[config.mk]
export PLATFORM = sky130hd
export DESIGN_NAME = pe_noc_l2_sched
export DESIGN_NICKNAME = d
export VERILOG_FILES = /design/src/rtl/pe_noc_pkg.sv /design/src/rtl/rr_next_idx.sv /design/src/rtl/pe_noc_l2_sched.sv
export SDC_FILE = /design/constraint.sdc
export NUM_CORES = 1
export LEC_CHECK = 0
export CORE_MARGIN = 5
export CORE_UTILIZATION = 50
export CTS_CLUSTER_DIAMETER = 40
export CTS_CLUSTER_SIZE = 40
export DETAILED_ROUTE_END_ITERATION = 10
export PLACE_DENSITY = 0.8
export SYNTH_ARGS = -nofsm -noshare
export SYNTH_HDL_FRONTEND = slang
export SYNTH_SLANG_ARGS = --single-unit
[constraint.sdc]
create_clock -name clk_i -period 9.15 [get_ports clk_i]
set_input_delay 2.745 -clock clk_i [delete_from_list [all_inputs] [get_ports clk_i]]
set_output_delay 2.745 -clock clk_i [all_outputs]
set_load 0.01 [all_outputs]
[src/rtl/pe_noc_pkg.sv]
// rtl/pe_noc_pkg.sv - shared widths and types for the PE NoC L2 scheduler
package pe_noc_pkg;

    localparam int unsigned CntWidthDef    = 4;
    localparam int unsigned WeightWidthDef = 4;

    typedef logic [CntWidthDef-1:0] outst_cnt_t;

endpackage

[src/rtl/rr_next_idx.sv]
// rtl/rr_next_idx.sv - wrap-around priority finder starting after cur_i
module rr_next_idx #(
    parameter int unsigned NumReq   = 4,
    parameter int unsigned IdxWidth = $clog2(NumReq)
) (
    input  logic [NumReq-1:0]   elig_i,
    input  logic [IdxWidth-1:0] cur_i,
    output logic                found_o,
    output logic [IdxWidth-1:0] idx_o
);

    logic [2*NumReq-1:0] dbl;
    logic [NumReq-1:0]   rot;
    logic [IdxWidth:0]   shamt;
    int                  off;
    int                  pos;

    // Window starting at cur+1 of the doubled vector; cur itself lands in the top bit.
    assign dbl   = {elig_i, elig_i};
    assign shamt = {1'b0, cur_i} + 1'b1;
    assign rot   = dbl[shamt +: NumReq];

    always_comb begin
        found_o = 1'b0;
        off     = 0;
        pos     = 0;
        for (int i = int'(NumReq) - 1; i >= 0; i--) begin
            if (rot[i]) begin
                found_o = 1'b1;
                off     = i;
            end
        end
        pos = int'(cur_i) + 1 + off;
        if (pos >= int'(NumReq)) begin
            pos = pos - int'(NumReq);
        end
        idx_o = IdxWidth'(pos);
    end

endmodule

[src/rtl/pe_noc_l2_sched.sv]
// rtl/pe_noc_l2_sched.sv - weighted round-robin L2 admission scheduler with per-cluster credits
module pe_noc_l2_sched
    import pe_noc_pkg::*;
#(
    parameter int unsigned NumReq      = 4,
    parameter int unsigned CntWidth    = CntWidthDef,
    parameter int unsigned WeightWidth = WeightWidthDef,
    parameter int unsigned IdxWidth    = $clog2(NumReq)
) (
    input  logic                                 clk_i,
    input  logic                                 rst_i,
    input  logic [NumReq-1:0]                    req_valid_i,
    input  logic [NumReq-1:0]                    req_write_i,
    output logic [NumReq-1:0]                    req_ready_o,
    input  logic [NumReq-1:0][WeightWidth-1:0]   weight_i,
    input  logic [CntWidth-1:0]                  max_outst_i,
    output logic                                 gnt_valid_o,
    input  logic                                 gnt_ready_i,
    output logic [IdxWidth-1:0]                  gnt_idx_o,
    output logic                                 gnt_write_o,
    input  logic                                 cpl_valid_i,
    input  logic [IdxWidth-1:0]                  cpl_idx_i,
    output logic [NumReq-1:0][CntWidth-1:0]      outst_o,
    output logic                                 err_o
);

    logic                             gnt_valid_q, gnt_valid_d;
    logic [IdxWidth-1:0]              gnt_idx_q, gnt_idx_d;
    logic                             gnt_write_q, gnt_write_d;
    logic [IdxWidth-1:0]              cur_q, cur_d;
    logic [WeightWidth-1:0]           quantum_q, quantum_d;
    logic [NumReq-1:0][CntWidth-1:0]  outst_q, outst_d;
    logic                             err_q, err_d;

    logic [NumReq-1:0]   elig;
    logic                load;
    logic                accept;
    logic [IdxWidth-1:0] sel_idx;
    logic                rr_found;
    logic [IdxWidth-1:0] rr_idx;
    logic                underflow;

    always_comb begin
        for (int i = 0; i < int'(NumReq); i++) begin
            elig[i] = req_valid_i[i] && (outst_q[i] < max_outst_i);
        end
    end

    assign load = !gnt_valid_q || gnt_ready_i;

    rr_next_idx #(
        .NumReq   (NumReq),
        .IdxWidth (IdxWidth)
    ) u_rr_next_idx (
        .elig_i  (elig),
        .cur_i   (cur_q),
        .found_o (rr_found),
        .idx_o   (rr_idx)
    );

    always_comb begin
        accept      = 1'b0;
        sel_idx     = cur_q;
        cur_d       = cur_q;
        quantum_d   = quantum_q;
        gnt_valid_d = gnt_valid_q;
        gnt_idx_d   = gnt_idx_q;
        gnt_write_d = gnt_write_q;
        if (load) begin
            if (elig[cur_q] && (quantum_q != '0)) begin
                accept    = 1'b1;
                sel_idx   = cur_q;
                quantum_d = quantum_q - 1'b1;
            end else if (rr_found) begin
                accept    = 1'b1;
                sel_idx   = rr_idx;
                cur_d     = rr_idx;
                // A zero weight still earns one grant per turn.
                quantum_d = (weight_i[rr_idx] == '0) ? '0 : weight_i[rr_idx] - 1'b1;
            end
            gnt_valid_d = accept;
            if (accept) begin
                gnt_idx_d   = sel_idx;
                gnt_write_d = req_write_i[sel_idx];
            end
        end
    end

    always_comb begin
        req_ready_o = '0;
        if (accept && !rst_i) begin
            req_ready_o[sel_idx] = 1'b1;
        end
    end

    always_comb begin
        underflow = 1'b0;
        outst_d   = outst_q;
        for (int i = 0; i < int'(NumReq); i++) begin
            if (accept && (sel_idx == IdxWidth'(i)) &&
                !(cpl_valid_i && (cpl_idx_i == IdxWidth'(i)))) begin
                outst_d[i] = outst_q[i] + 1'b1;
            end else if (cpl_valid_i && (cpl_idx_i == IdxWidth'(i)) &&
                         !(accept && (sel_idx == IdxWidth'(i)))) begin
                if (outst_q[i] == '0) begin
                    underflow = 1'b1;
                end else begin
                    outst_d[i] = outst_q[i] - 1'b1;
                end
            end
        end
        err_d = err_q || underflow;
    end

    always_ff @(posedge clk_i) begin
        if (rst_i) begin
            gnt_valid_q <= 1'b0;
            gnt_idx_q   <= '0;
            gnt_write_q <= 1'b0;
            cur_q       <= IdxWidth'(NumReq - 1);
            quantum_q   <= '0;
            outst_q     <= '0;
            err_q       <= 1'b0;
        end else begin
            gnt_valid_q <= gnt_valid_d;
            gnt_idx_q   <= gnt_idx_d;
            gnt_write_q <= gnt_write_d;
            cur_q       <= cur_d;
            quantum_q   <= quantum_d;
            outst_q     <= outst_d;
            err_q       <= err_d;
        end
    end

    assign gnt_valid_o = gnt_valid_q;
    assign gnt_idx_o   = gnt_idx_q;
    assign gnt_write_o = gnt_write_q;
    assign outst_o     = outst_q;
    assign err_o       = err_q;

endmodule

==> impl_metrics.ini <==
[outcome]
outcome = finished clean

[die]
dieArea_sq_um = 6700
io_pins = 59
die_h_um = 81.9
die-width_um = 81.9
core_area_sq_um = 5070
rows = 26
start_util = 0.509

[synth]
synth_xor_area_frac = 0.0407
synth_top_area_cell = dfxtp_1
synthAdderAreaFrac = 0.176
synth_top_family_by_area = simple AND/OR/NAND/NOR gates
ys_ff_latch = 27
synth_seq_area_share = 0.209
syn_avg_cell_area_sq_um = 8.12
synth_ff_type = dfxtp_1
netlist_instances = 318
synthesis.area_sq_um = 2580
yosysMostFrequentCell = nor2_1
synth_cell_types = 55
synth_compound_area_frac = 0.200
synth_nets = 386
synthTopCellsByArea = dfxtp_1 (21%), ha_1 (15%), nor2_1 (6.4%), nand2_1 (4.5%), mux4_2 (4.4%)
yosys.area_share.simple = 0.243
synth_edf_count = 0
yosysWarnings = 0
ys_top_cells_by_count = nor2_1 (44), nand2_1 (31), ha_1 (30)
synthArstFlopShare = 0
synth_top_area_share = 0.209
muxShareOfSynthArea = 0.0795

[cts]
cts_made_buffers = 3
cts_hold_buffers = 0
cts_root_buffer = clkbuf_8
post_cts_buffers = 0
clk_latency_ns = 0.28
clockBufferDepth = 2
cts_sinks = 27
htreeDepth = 1
path_clk_slew_ns = 0.11
cts_tree = yes

[sta]
finalClockSkew_ns = 0.00503
maxSlewViolCount = 0
slew_headroom = 0.416
finalHoldViolCount = 0
min_period_over_period = 0.980
rsz0062_at_grt = no
min_period_ns = 8.97
fmax_mhz = 112
tns_ns = 0
finalSetupViolations = 0
tightest_slew_ns = 0.873

[setup_path]
crit_start = max_outst_i[3]
r2r-end = outst_o[11]$_SDFFE_PP0P_
crit_end = req_ready_o[2]
cp_max_fo = 4
r2r_slack_ns = 4.47
cp-end-kind = primary output
ff2ff_path_depth = 26
start_kind = primary input
path_class = primary input to primary output
timing.rr.start = outst_o[7]$_SDFFE_PP0P_
required_ns = 6.41
crit_arrival_ns = 6.22

[global_route]
grt_max_degree = 22
grt_pass1_vias = 2448
grt_pass1_wl_mm = 10.9
antenna_found_initial = 0
grt_use_total = 0.201
grt_overflow_total = 0

[placement]
gp_congestion = 0.848
port_buffers = 58
place_hpwl_mm = 5.23

[routing]
wl_met2_mm = 3.28
drtAntennaViolNets = 0
drc = 0
drt-vias-per-instance = 5.54
highest_layer = met4
first_pass_iters = 4
met3WireLength_um = 361
num_vias = 2606
drt-total-wl_mm = 6.64
wl_per_cell_um = 14.1
drt_iter0_drc = 99
wl_met1_mm = 2.86

[run]
maxCapViolations = 0

[layout]
n_antenna_cell = 0
fill_cells = 407
drive_above_1_share = 0.155
area_delta_synth_final_pct = 35.9
final_nets = 469

[power]
powerDensity_nw_per_um2 = 400
power_leakage_nw = 1.53
ir_drop_uv = 223
total_power_mw = 1.40

[min_path]
whs_path_depth = 2
hold_path_class = flop to flop
[worst max-delay path, stage by stage]
cell	delay [ns]
clkdlybuf4s50_1	0.45
inv_1	0.08
ha_1	0.19
nand2b_1	0.20
a2111oi_4	0.36
or2_1	0.18
or3_1	0.11
a21oi_1	0.07
a2111oi_2	0.36
ha_2	0.24
inv_1	0.06
nor3_2	0.16
nor2_2	0.08
mux2_2	0.28
buf_4	0.14
nand2_1	0.12
nor2_1	0.06
dlygate4sd2_1	0.32
[power by group]
part / leakage, nW / internal [mW] / total [mW] / switching [mW]
Clock: 0.0217 / 0.0310 / 0.0732 / 0.0422
Sequential: 0.222 / 0.164 / 0.228 / 0.0645
Combinational: 1.28 / 0.548 / 1.10 / 0.555
[repair_timing]
| action | in CTS | in global routing |
|---|---|---|
| gates resized for setup | 9 | 4 |
| pin swaps | 2 | 1 |
| endpoints found under the setup margin | 4 | 3 |
[sequential cells by signal, summed over array words and instances (netlist names)]
signal,cells
outst_o,16
quantum_q,4
cur_q,2
gnt_idx_o,2
err_o,1
gnt_valid_o,1
gnt_write_o,1
[routing by layer]
layer  vias to the layer above  track usage
met5                         -            0
met4                         0       0.0648
met3                        11       0.0285
met2                        77        0.365
met1                      1213        0.242
li1                       1305            -
[cell type report]
type / instances / area [sq um] / area share
Timing Repair Buffer: 87 / 793 / 0.226
Clock buffer: 3 / 41.3 / 0.0118
Inverter: 22 / 82.6 / 0.0235
Multi-Input combinational cell: 260 / 1960 / 0.557
Tap cell: 70 / 87.6 / 0.0250
Sequential cell: 27 / 541 / 0.154
Clock inverter: 1 / 7.51 / 0.00214
[kinds of logic (layout without fill, tap and decap cells)]
kind of cell               count (synthesis)  count (layout)
AOI/OAI and AO/OA                         70              70
xor gates and xnor gates                  12              12
adders and majority gates                 34              34
buffers and inverters                     31             113
DFF                                       27              27
muxes                                     14              14
and+or+nand+nor                          130             130
[per-stage QoR]
stage	setup slack, ns	hold slack, ns	area [sq um]	utilization	cells
after floorplan	0.583	0.474	2580	-	318
after global placement	-0.222	0.442	3420	0.674	466
after detailed placement	-0.300	0.451	3420	0.674	466
after CTS	0.117	0.466	3480	0.685	470
after global routing	0.0203	0.495	3510	0.691	470
final	0.184	0.468	3510	0.691	470
[layout by cell type, fill, tap and decap left out, types with 6 or more instances in the layout]
cell type        synthesis  final
xnor2_1                  7      7
ha_1                    30     29
a21oi_1                 22     21
buf_4                    0     29
mux2i_1                  7      7
nand2_1                 31     31
or2_2                    6      6
dfxtp_1                 27     27
clkdlybuf4s50_1          0     54
nand2b_1                11     11
or2_1                    6      6
nor2_1                  44     43
nor3_1                   9      9
inv_1                   21     21
[worst min-delay path by stage]
stage | slack (ns) | start | endpoint
3_5_place_dp | 0.45 | gnt_write_o$_SDFFE_PP0N_ | gnt_write_o$_SDFFE_PP0N_
6_report | 0.47 | gnt_write_o$_SDFFE_PP0N_ | gnt_write_o$_SDFFE_PP0N_
2_1_floorplan | 0.47 | quantum_q[2]$_SDFFE_PP0N_ | quantum_q[2]$_SDFFE_PP0N_
4_1_cts | 0.47 | gnt_write_o$_SDFFE_PP0N_ | gnt_write_o$_SDFFE_PP0N_
3_3_place_gp | 0.44 | gnt_write_o$_SDFFE_PP0N_ | gnt_write_o$_SDFFE_PP0N_
5_1_grt | 0.49 | gnt_idx_o[0]$_SDFFE_PP0N_ | gnt_idx_o[0]$_SDFFE_PP0N_
(Power assumes the default switching activity.)
